**src/rtl/prf_wb_arbiter_pkg.sv**
```systemverilog
// Shared types for the PRF writeback arbiter.
// Optional feature macro: WB_ARB_RR_EN (round-robin grant; fixed priority when undefined).
`ifndef PHYS_REG_SZ
`define PHYS_REG_SZ 64
`endif
`ifndef XLEN
`define XLEN 64
`endif

package prf_wb_arbiter_pkg;

    localparam int WB_TAG_W  = $clog2(`PHYS_REG_SZ);
    localparam int WB_DATA_W = `XLEN;
    localparam int WB_MAX_REQ = 8;

    // One completion request from a functional unit
    typedef struct packed {
        logic                 valid;
        logic [WB_TAG_W-1:0]  tag;
        logic [WB_DATA_W-1:0] data;
    } WB_REQ_PACKET;

    // Registered PRF write port
    typedef struct packed {
        logic                 write_en;
        logic [WB_TAG_W-1:0]  write_tag;
        logic [WB_DATA_W-1:0] write_data;
    } IC_PRF_PACKET;

    // Registered completion broadcast
    typedef struct packed {
        logic                valid;
        logic [WB_TAG_W-1:0] tag;
    } CDB_PACKET;

    // Number of set bits in a request vector (zero-extended to the max width)
    function automatic int unsigned wb_popcount(input logic [WB_MAX_REQ-1:0] v);
        int unsigned n;
        n = 0;
        for (int i = 0; i < WB_MAX_REQ; i++)
            n += {31'b0, v[i]};
        return n;
    endfunction

endpackage

```
**src/rtl/prf_wb_arbiter_rr_picker.sv**
```systemverilog
// Rotating one-hot picker: rotate the request vector so ptr is at bit 0,
// take the lowest set bit, then rotate the grant back. Also returns the
// winner's index so callers can mux its payload.
module prf_wb_arbiter_rr_picker #(
    parameter  int N  = 4,
    localparam int PW = (N > 1) ? $clog2(N) : 1
) (
    input  logic [N-1:0]  req,
    input  logic [PW-1:0] ptr,
    output logic [N-1:0]  grant,
    output logic [PW-1:0] grant_idx,
    output logic          grant_any
);

    logic [2*N-1:0] dbl;
    logic [2*N-1:0] gdbl;
    logic [N-1:0]   rot;
    logic [N-1:0]   grot;
    logic [PW-1:0]  enc;
    logic [PW:0]    sum;

    // Rotate, priority-encode lowest bit, unrotate grant and index
    always_comb begin
        dbl       = {req, req} >> ptr;
        rot       = dbl[N-1:0];
        grot      = '0;
        enc       = '0;
        grant_any = 1'b0;
        // Walk downward so the lowest set bit is the last one written
        for (int k = N - 1; k >= 0; k--) begin
            if (rot[k]) begin
                grot      = '0;
                grot[k]   = 1'b1;
                enc       = PW'(k);
                grant_any = 1'b1;
            end
        end
        gdbl  = {grot, grot} << ptr;
        grant = gdbl[2*N-1:N];
        sum   = {1'b0, enc} + {1'b0, ptr};
        if (sum >= (PW+1)'(N))
            grant_idx = PW'(sum - (PW+1)'(N));
        else
            grant_idx = sum[PW-1:0];
    end

endmodule

```
**src/rtl/prf_wb_arbiter.sv**
```systemverilog
// Writeback arbiter: shares the single PRF write port among NUM_REQ
// functional units. One grant per cycle, result registered onto the PRF
// write port and CDB the following cycle. Tag 0 broadcasts but never writes.
// Optional feature macro: WB_ARB_RR_EN -- round-robin start pointer; when
// undefined the pointer is a constant 0 (lowest index wins).
module prf_wb_arbiter
    import prf_wb_arbiter_pkg::*;
#(
    parameter int NUM_REQ = 4,
    parameter int TAG_W   = WB_TAG_W,
    parameter int DATA_W  = WB_DATA_W
) (
    input  logic                            clock,
    input  logic                            reset,
    input  logic                            squash,
    input  logic [NUM_REQ-1:0]              req_valid,
    input  logic [NUM_REQ-1:0][TAG_W-1:0]   req_tag,
    input  logic [NUM_REQ-1:0][DATA_W-1:0]  req_data,
    output logic [NUM_REQ-1:0]              req_ready,
    output logic                            prf_write_en,
    output logic [TAG_W-1:0]                prf_write_tag,
    output logic [DATA_W-1:0]               prf_write_data,
    output logic                            cdb_valid,
    output logic [TAG_W-1:0]                cdb_tag,
    output logic [31:0]                     conflict_cnt
);

    // Payload structs are sized from the package; TAG_W/DATA_W must match it.
    localparam int PTR_W = (NUM_REQ > 1) ? $clog2(NUM_REQ) : 1;

    WB_REQ_PACKET       reqs [NUM_REQ];
    WB_REQ_PACKET       win;
    IC_PRF_PACKET       prf_q;
    CDB_PACKET          cdb_q;

    logic [NUM_REQ-1:0] vld_vec;
    logic [NUM_REQ-1:0] gnt_oh;
    logic [PTR_W-1:0]   gnt_idx;
    logic               gnt_any;
    logic               grant_fire;
    logic [PTR_W-1:0]   rr_ptr;
    logic               conflict;
    logic [WB_MAX_REQ-1:0] vld_ext;

    // Pack flat ports into request structs
    for (genvar g = 0; g < NUM_REQ; g++) begin : g_req
        assign reqs[g].valid = req_valid[g];
        assign reqs[g].tag   = req_tag[g];
        assign reqs[g].data  = req_data[g];
        assign vld_vec[g]    = reqs[g].valid;
    end

    prf_wb_arbiter_rr_picker #(.N(NUM_REQ)) u_picker (
        .req       (vld_vec),
        .ptr       (rr_ptr),
        .grant     (gnt_oh),
        .grant_idx (gnt_idx),
        .grant_any (gnt_any)
    );

    // Squash and reset both block the grant so nothing is consumed then lost
    assign grant_fire = gnt_any & ~squash & ~reset;
    assign req_ready  = grant_fire ? gnt_oh : '0;
    assign win        = reqs[gnt_idx];

`ifdef WB_ARB_RR_EN
    // Advance pointer past the winner; hold when nothing was granted
    always_ff @(posedge clock) begin
        if (reset)
            rr_ptr <= '0;
        else if (grant_fire)
            rr_ptr <= (gnt_idx == PTR_W'(NUM_REQ - 1)) ? '0 : gnt_idx + 1'b1;
    end
`else
    assign rr_ptr = '0;
`endif

    // Register the winner onto the PRF port and CDB; tag/data hold when idle
    always_ff @(posedge clock) begin
        if (reset) begin
            prf_q <= '0;
            cdb_q <= '0;
        end else if (grant_fire) begin
            prf_q.write_en   <= (win.tag != '0);
            prf_q.write_tag  <= win.tag;
            prf_q.write_data <= win.data;
            cdb_q.valid      <= 1'b1;
            cdb_q.tag        <= win.tag;
        end else begin
            prf_q.write_en <= 1'b0;
            cdb_q.valid    <= 1'b0;
        end
    end

    // A conflict is any valid requester left waiting this cycle
    always_comb begin
        vld_ext = '0;
        vld_ext[NUM_REQ-1:0] = req_valid;
        conflict = wb_popcount(vld_ext) > (grant_fire ? 32'd1 : 32'd0);
    end

    // Saturating conflict counter
    always_ff @(posedge clock) begin
        if (reset)
            conflict_cnt <= '0;
        else if (conflict && conflict_cnt != '1)
            conflict_cnt <= conflict_cnt + 32'd1;
    end

    assign prf_write_en   = prf_q.write_en;
    assign prf_write_tag  = prf_q.write_tag;
    assign prf_write_data = prf_q.write_data;
    assign cdb_valid      = cdb_q.valid;
    assign cdb_tag        = cdb_q.tag;

endmodule
```
**config.mk**
```make
export PLATFORM = sky130hd
export DESIGN_NAME = prf_wb_arbiter
export DESIGN_NICKNAME = d
export VERILOG_FILES = /design/src/rtl/prf_wb_arbiter_pkg.sv /design/src/rtl/prf_wb_arbiter_rr_picker.sv /design/src/rtl/prf_wb_arbiter.sv
export SDC_FILE = /design/constraint.sdc
export NUM_CORES = 1
export LEC_CHECK = 0
export ABC_CLOCK_PERIOD_IN_PS = 3500
export BUFFER_PORTS_ARGS = -buffer_cell sky130_fd_sc_hd__buf_4
export CORE_AREA = 2 2 155 157
export CTS_CLUSTER_SIZE = 10
export DETAILED_ROUTE_END_ITERATION = 8
export DIE_AREA = 0 0 157 159
export GPL_TIMING_DRIVEN = 1
export PLACE_DENSITY_LB_ADDON = 0.08
export RECOVER_POWER = 25
export SYNTH_ARGS = -nofsm -noshare
export SYNTH_HDL_FRONTEND = slang
export SYNTH_SLANG_ARGS = --single-unit
```
**constraint.sdc**
```tcl
create_clock -name clock -period 3.5 [get_ports clock]
set_input_delay 0.35 -clock clock [delete_from_list [all_inputs] [get_ports clock]]
set_output_delay 0.35 -clock clock [all_outputs]
set_load 0.005 [all_outputs]
```
==> flow_summary.toml, run 1 <==
[sta]
slew_viol_final = 0
period_minus_slack_ps = 2800
rsz0062_at_grt = "false"
fin_skew_ps = 10.4
finalCritPeriodShare = 0.800
max_freq_mhz = 357
fin_hold_ws_ps = 354
setup_tns_ps = 0
worstMarginPinSlew_ps = 789
setup_viol = 0
finalHoldViolCount = 0
relSlewSlack = 0.474

[place]
placed_area_sq_mm = 0.00958
portBuffers = 400
dp_hpwl_um = 20000
dp_cells = 1396
place_congestion = 0.835

[grt]
grt.overflow.total = 0
grt_pass1_vias = 6808
antenna_found_initial = 3
grtUsageTotal = 0.201
grt_start_max_net_pins = 66
grt_pass1_wl_um = 39000

[power_and_ir_drop]
total_power_mw = 3.17
max-vdd-ir-drop_mv = 0.168
p_leak_nw = 4.72
power_density_mw_per_mm2 = 325

[drt]
remaining_drc_errors = 0
vias = 6859
viasPerCell = 4.85
wire_per_inst_um = 18.4
wl_um = 26000
first_iter_violations = 279
drtPass1Iterations = 4
postRouteAntennaNets = 0

[floorplan]
die_w_um = 157
die_area_sq_mm = 0.0250
core_sq_mm = 0.0232
initial_utilization = 0.272
die_h_um = 159
fp-row-count = 56
io_pins = 401

[clock_tree]
cts.clk_slew.worst_paths_ps = 80
htree_levels = 3
clock_path_buffers = 2
cts_root_buffer = "clkbuf_16"
clk_latency_ps = 350
cts_buffers = 9
cts_resized = 0
cts_tree = "yes"
post_cts_buffers = 0
cts_hold_buf = 0
cts.sinks = 104

[finish]
ff_latch_area_sq_mm = 0.00208
final_cell_area_sq_mm = 0.00975
final_common_cell = "buf_4"
areaGrowthSynthToFinish_pct = 54.5
multi_input_area_sq_mm = 0.00391
layout.cells.non_filler = 1415
nFillCells = 2463
drive_gt1_frac = 0.385
fin_nets = 1381
final_cell_mix = "buf_4 (358), nand2_1 (142), mux2i_1 (121)"

[setup_path]
r2r_slack_ps = 1230
cp_max_fo = 8
startpoint_type = "primary input"
cp.required_ps = 3780
reg2reg_from = "conflict_cnt[0]"
rr_worst_depth = 6
cp.arrival_ps = 3080
critPathKind = "primary input to register"
rr_endpoint = "conflict_cnt[6]"
endpoint_kind = "register"

[synthesis]
synth-edff-count = 0
synth_cell_types = 53
syn_area_sq_mm = 0.00631
synth_cells = 725
ys_async_sr_fraction = 0
avgSynthCellArea_sq_um = 8.71
syn_nets = 1018
synth.yosys.seq_area_share = 0.330
synth_seq_cells = 104
ys_warn_count = 0
yosys_most_used_dff = "dfxtp_1"

[min_path]
hold_end = "prf_write_data[40]"
hold_depth = 4
hold_class = "primary input to register"
hold_start = "req_data[232]"

[run_status]
status = "finished, final reports clean"

[run]
cap_viol_max_count = 0
==> cells in the mapped netlist, types with 2 or more instances <==
library cell | instances | area, sq um
dfxtp_1 | 104 | 2080
a21o_1 | 2 | 15.0
xnor2_1 | 19 | 166
nor3_1 | 2 | 10.0
clkbuf_1 | 35 | 131
mux2i_1 | 121 | 1210
or2_2 | 2 | 12.5
inv_1 | 13 | 48.8
ha_1 | 5 | 62.6
buf_2 | 16 | 80.1
o21ai_0 | 21 | 105
o22a_1 | 4 | 35.0
and3_1 | 2 | 12.5
o31ai_1 | 4 | 30.0
nor4_1 | 6 | 37.5
nor4b_1 | 4 | 35.0
nand3_1 | 9 | 45.0
buf_6 | 3 | 33.8
or3_1 | 11 | 68.8
nand4_1 | 9 | 56.3
nor2b_1 | 13 | 81.3
a211oi_1 | 6 | 45.0
and4_2 | 3 | 30.0
buf_4 | 6 | 45.0
o21a_1 | 2 | 15.0
o22ai_1 | 4 | 25.0
and4_1 | 4 | 35.0
nor3b_1 | 2 | 15.0
nand2b_1 | 3 | 18.8
nand2_1 | 143 | 537
nand4_4 | 2 | 42.5
mux2_2 | 6 | 67.6
o32ai_1 | 2 | 17.5
a32o_1 | 60 | 601
a2111oi_0 | 5 | 43.8
o211ai_1 | 4 | 30.0
nor2_1 | 34 | 128
a21oi_1 | 19 | 95.1
==> cells by family (layout without fill, tap and decap cells) <==
group	Yosys count	count (layout)	synth area share
AND/OR/NAND/NOR	254	254	0.193
AO/OA/AOI/OAI	139	139	0.178
XOR/XNOR	19	19	0.0264
adder cells (fa/ha/maj)	6	6	0.0131
buffers and inverters	76	444	0.0565
other	0	3	0
multiplexers	127	127	0.203
flip-flops	104	104	0.330
==> layout make-up <==
type	count	share of cell area
antenna	3	0.000770
clock buffer	10	0.0245
clock inverter	6	0.00526
inverter	14	0.00539
multi-input combinational	545	0.400
sequential	104	0.213
tap	319	0.0409
timing repair buffer	414	0.309
==> layer usage <==
metal / part of all wire / track usage
met4: 0.019 / 0.0680
met3: 0.078 / 0.0512
met2: 0.50 / 0.345
met5: 0 / 0
met1: 0.41 / 0.242
==> critical path, stage by stage <==
cell	delay (ps)
buf_4	80
inv_1	100
fa_1	550
inv_1	40
ha_1	260
inv_1	40
ha_1	250
nor2_1	210
o2111ai_2	200
a2111o_1	520
or3_1	330
a21oi_1	140
==> sequential cells by signal, indices dropped and copies added (netlist names) <==
| name | flops |
|---|---|
| cdb_tag | 6 |
| conflict_cnt | 32 |
| cdb_valid | 1 |
| prf_write_en | 1 |
| prf_write_data | 64 |
==> how the worst max path moves through the flow <==
| stage | slack (ps) | startpoint | end |
|---|---|---|---|
| 2_1_floorplan | 90 | req_valid[0] | conflict_cnt[29] |
| 3_3_place_gp | 350 | req_valid[0] | conflict_cnt[25] |
| 3_5_place_dp | 330 | req_valid[0] | conflict_cnt[27] |
| 4_1_cts | 710 | req_valid[0] | conflict_cnt[27] |
| 5_1_grt | 600 | req_valid[0] | conflict_cnt[27] |
| 6_report | 700 | req_valid[0] | conflict_cnt[27] |
==> per-stage QoR <==
stage,utilization,worst slack (ps)
after floorplan,-,85.4
after global placement,0.413,354
after detailed placement,0.413,332
after CTS,0.426,705
after global routing,0.421,602
final,0.421,701
==> where the power goes <==
| group | switching (mW) | leakage [nW] | internal (mW) |
|---|---|---|---|
| clock network | 0.505 | 0.145 | 0.515 |
| registers | 0.0504 | 0.853 | 1.26 |
| logic | 0.373 | 3.73 | 0.467 |
Power figures use the tool's default switching activity.
==> run 2: changes to the inputs <==
ABC_CLOCK_PERIOD_IN_PS = 2700   (was 3500)
CORE_AREA = 2 2 158 160   (was 2 2 155 157)
DIE_AREA = 0 0 160 162   (was 0 0 157 159)
clock period = 2.7 ns   (was 3.5 ns; I/O delays follow)
==> run 2 against run 1 <==
  * Flip-flop and latch count did not move
  * Via count rose by 2.1%
  * Clock-buffer cell count fell by 1
  * First-iteration DRC count rose by 7.9%
  * Die area rose by 3.8%
  * Hold slack got worse by 91 ps
  * Critical path type unchanged
  * Largest cell class unchanged
==> flow_summary.toml, run 2 (synthesis gave the netlist of run 1 again) <==
[clock_tree]
post_cts_buffers = 0
cts_hold_buf = 0
htree_levels = 3
cts.clk_slew.worst_paths_ps = 90
clk_latency_ps = 360
clock_path_buffers = 2
cts.sinks = 104
cts_root_buffer = "clkbuf_16"
cts_tree = "yes"
cts_buffers = 9
cts_resized = 0

[sta]
rsz0062_at_grt = "false"
fin_ws_ps = 185
finalCritPeriodShare = 0.932
relSlewSlack = 0.502
finalHoldViolCount = 0
fin_skew_ps = 15.0
slew_viol_final = 0
setup_tns_ps = 0
worstMarginPinSlew_ps = 747
period_minus_slack_ps = 2520
max_freq_mhz = 398
setup_viol = 0

[power_and_ir_drop]
p_switching_mw = 1.28
swShare = 0.304
p_int_mw = 2.94
p_clk_frac = 0.324
p_seq_frac = 0.402
combPwrFrac = 0.274
p_leak_nw = 4.83
max-vdd-ir-drop_mv = 0.253
power_density_mw_per_mm2 = 422
total_power_mw = 4.22

[setup_path]
rr_worst_depth = 5
startpoint_type = "primary input"
reg2reg_from = "conflict_cnt[3]"
r2r_slack_ps = 470
slowest_stage = "fa_1"
endpoint_kind = "register"
critPathKind = "primary input to register"
cpPeakStageDelay_ps = 550
rr_endpoint = "conflict_cnt[29]"
cp_max_fo = 8
path_cells = "buf_4, inv_1, fa_1, inv_1, ha_1, inv_2, ha_4, nor2_4, o2111ai_2, a2111o_1, or3_1, a21oi_1"
cp.arrival_ps = 2800
crit_path_frequent_cell = "inv_1"
cp.required_ps = 2990

[floorplan]
initial_utilization = 0.262
io_pins = 401
die_w_um = 160
die_area_sq_mm = 0.0259
die_h_um = 162
fp-row-count = 57
core_sq_mm = 0.0241

[drt]
remaining_drc_errors = 0
first_iter_violations = 301
viasPerCell = 4.87
vias = 7004
wl_um = 27500
postRouteAntennaNets = 0
wire_per_inst_um = 19.1
drtPass1Iterations = 5

[grt]
grt_start_max_net_pins = 66
antenna_found_initial = 1
grt_pass1_wl_um = 41100
grt_pass1_vias = 6938
gr-max-usage-layer = "met2"
grt.overflow.total = 0
grtUsageMet2 = 0.363
grtUsageMet1 = 0.256
grtUsageTotal = 0.204
met3_usage = 0.0437

[finish]
areaGrowthSynthToFinish_pct = 58.5
final_cell_mix = "buf_4 (377), nand2_1 (142), mux2i_1 (121)"
drive_gt1_frac = 0.401
fin_nets = 1403
final_common_cell = "buf_4"
largest_register_ffs = 64
n_antenna_cell = 0

[run]
cap_viol_max_count = 0

[min_path]
hold_class = "primary input to register"
hold_depth = 4
hold_end = "prf_write_data[44]"
hold_start = "req_data[236]"

[run_status]
status = "finished, final reports clean"

[place]
portBuffers = 400
dp_hpwl_um = 21600
pre_cts_slack_ps = -196
place_congestion = 0.809
==> run 2: cell types whose count changed in the layout (fill, tap and decap cells not counted), sizes merged <==
| cell | before | now |
|---|---|---|
| clkinvlp | 0 | 1 |
| buf | 361 | 383 |
| clkbuf | 63 | 62 |
| inv | 17 | 19 |
| diode | 3 | 0 |
| clkinv | 3 | 1 |
==> run 2: power groups by stage <==
| stage | logic, mW | clock network (mW) | registers, mW |
|---|---|---|---|
| global placement | 1.21 | 0 | 1.73 |
| global route | 1.27 | 1.48 | 1.71 |
| detailed placement | 1.21 | 0 | 1.74 |
| finish | 1.16 | 1.37 | 1.70 |
| CTS | 1.21 | 1.41 | 1.70 |
| floorplan | 0.515 | 0 | 1.73 |
==> run 2: worst max path at each step <==
stage | depth (start not counted) | from | end | slack, ps
floorplan | 13 | req_valid[0] | conflict_cnt[29] | -100
global placement | 12 | req_valid[3] | conflict_cnt[29] | -200
detailed placement | 12 | req_valid[3] | conflict_cnt[29] | -200
CTS | 12 | req_valid[3] | conflict_cnt[29] | 180
global route | 12 | req_valid[3] | conflict_cnt[29] | 40
finish | 12 | req_valid[3] | conflict_cnt[29] | 180
==> run 2: area by class of cell <==
type | instances | area, sq um
Timing Repair Buffer | 436 | 3210
Sequential cell | 104 | 2080
Fill cell | 2508 | 14100
Clock inverter | 7 | 72.6
Clock buffer | 9 | 225
Inverter | 14 | 57.6
Tap cell | 324 | 405
Multi-Input combinational cell | 545 | 3960
==> run 2: metrics by stage <==
step / instance area [sq um] / cells / utilization / hold WS, ps
2_1_floorplan: 6410 / 725 / - / 453
3_3_place_gp: 9850 / 1423 / 0.409 / 450
3_5_place_dp: 9850 / 1423 / 0.409 / 455
4_1_cts: 10100 / 1439 / 0.421 / 253
5_1_grt: 10000 / 1439 / 0.415 / 270
6_report: 10000 / 1439 / 0.415 / 264
==> run 2: worst max-delay path: cells and delay by family <==
| kind | cells | cell delay [ps] |
|---|---|---|
| buffers and inverters | 4 | 260 |
| AOI/OAI and AO/OA | 3 | 750 |
| adders and majority gates | 3 | 1050 |
| and+or+nand+nor | 2 | 480 |
==> run 2: layer usage <==
layer,part of all wire,vias up
met4,0.0092,2
met1,0.41,3287
met2,0.52,267
met3,0.065,15
li1,-,3433
met5,0.00029,-
==> run 3: changes to the inputs <==
RECOVER_POWER = 100   (was 25)
==> run 3 against run 2 <==
  * Wire length is essentially flat
  * Setup slack lost 2.9 ps
  * Sequential power is essentially flat
  * Maximum frequency shrank 0.11%
  * Die area is the same
  * Utilization shrank 0.45 points
  * Clock skew grew 1.2 ps
  * Final area shrank 1.1%
  * Critical path type unchanged
  * Critical endpoint is now conflict_cnt[8]
  * Largest cell class unchanged
==> flow_summary.toml, run 3 (synthesis gave the netlist of run 1 again) <==
[run_status]
status = "finished, final reports clean"

[floorplan]
die_w_um = 160
initial_utilization = 0.262
die_area_sq_mm = 0.0259
fp-row-count = 57
io_pins = 401
core_sq_mm = 0.0241
die_h_um = 162

[finish]
n_antenna_cell = 0
fin_util = 0.411
final_common_cell = "buf_4"
final_cell_mix = "buf_4 (311), nand2_1 (142), mux2i_1 (121)"
drive_gt1_frac = 0.378
nFillCells = 2531
largest_register_ffs = 64
multi_input_area_sq_mm = 0.00392
ff_latch_area_sq_mm = 0.00208
areaGrowthSynthToFinish_pct = 56.8
fin_nets = 1403

[clock_tree]
cts.clk_slew.worst_paths_ps = 90
cts_resized = 0
cts_tree = "yes"
clk_latency_ps = 360
post_cts_buffers = 0
clock_path_buffers = 2
cts.sinks = 104
htree_levels = 3
cts_root_buffer = "clkbuf_16"
cts_buffers = 9
cts_hold_buf = 0

[setup_path]
cp_max_fo = 9
startpoint_type = "primary input"
endpoint_kind = "register"
cp.arrival_ps = 2780
critical-path-top-delay-family = "adder cells"
path_buf_inv = 5
cpPeakStageDelay_ps = 520
critPathKind = "primary input to register"
cp.required_ps = 2960
crit_path_frequent_cell = "inv_1"
path_cells = "clkbuf_4, inv_1, fa_1, inv_1, ha_1, inv_2, ha_4, nor2_4, buf_4, nor2_2, a211o_1, nor3_1, mux2_2"
slowest_stage = "fa_1"

[min_path]
hold_class = "primary input to register"

[drt]
wl_um = 27500
postRouteAntennaNets = 0
remaining_drc_errors = 0
first_iter_violations = 345
wire_per_inst_um = 19.1
viasPerCell = 4.86
vias = 6992
drtPass1Iterations = 6

[grt]
grtUsageTotal = 0.204
grt.overflow.total = 0
antenna_found_initial = 1
grt_pass1_wl_um = 41100
grt_start_max_net_pins = 66
grt_pass1_vias = 6938

[place]
portBuffers = 400
dp_hpwl_um = 21600
place_congestion = 0.809

[sta]
max_freq_mhz = 397
relSlewSlack = 0.499
period_minus_slack_ps = 2520
fin_skew_ps = 16.2
setup_viol = 0
finalHoldViolCount = 0
rsz0062_at_grt = "false"
slew_viol_final = 0
worstMarginPinSlew_ps = 751
finalCritPeriodShare = 0.933

[run]
cap_viol_max_count = 0

[power_and_ir_drop]
total_power_mw = 4.20
max-vdd-ir-drop_mv = 0.252
power_density_mw_per_mm2 = 424
p_leak_nw = 4.73
==> run 3: path summary, 6_finish.rpt <==
check	from	end	slack, ps	cells after the start
worst max register to register	conflict_cnt[3]	conflict_cnt[29]	500	5
worst max-delay path	req_valid[1]	conflict_cnt[8]	180	13
worst min register to register	prf_write_data[35]	prf_write_data[35]	470	1
worst min-delay path	req_data[236]	prf_write_data[44]	260	4
==> run 3: cell type report <==
class | count | area share
flip-flops and latches | 104 | 0.210
repair buffers | 436 | 0.317
clock buffers | 9 | 0.0228
inverters | 14 | 0.00581
clock inverters | 7 | 0.00733
well taps | 324 | 0.0410
multi-input cells | 545 | 0.396
==> run 3: worst min-delay path, stage by stage <==
cell,delay [ps]
buf_4,80
mux2i_1,50
nand2_1,60
a32o_1,140
==> run 3: routing by layer <==
layer  up-vias  global-route usage  routed length, um
li1       3434                   -                  -
met1      3281               0.256              11400
met2       256               0.363              14100
met3        19              0.0437               1720
met4         2              0.0418                273
met5         -                   0                  8
==> run 3: per-stage QoR <==
| step | hold slack (ps) | setup slack [ps] | cell area (sq um) | TNS (ps) | instances |
|---|---|---|---|---|---|
| finish | 263 | 182 | 9900 | 0 | 1439 |
| global route | 270 | 39.9 | 9900 | 0 | 1439 |
| CTS | 253 | 181 | 10100 | 0 | 1439 |
| detailed placement | 455 | -196 | 9850 | -1610 | 1423 |
| global placement | 450 | -198 | 9850 | -1830 | 1423 |
| floorplan | 453 | -102 | 6410 | -383 | 725 |
==> run 3: power by group <==
group	switching, mW	total, mW	internal [mW]
clock network	0.708	1.37	0.660
registers	0.0660	1.70	1.63
logic	0.503	1.13	0.628
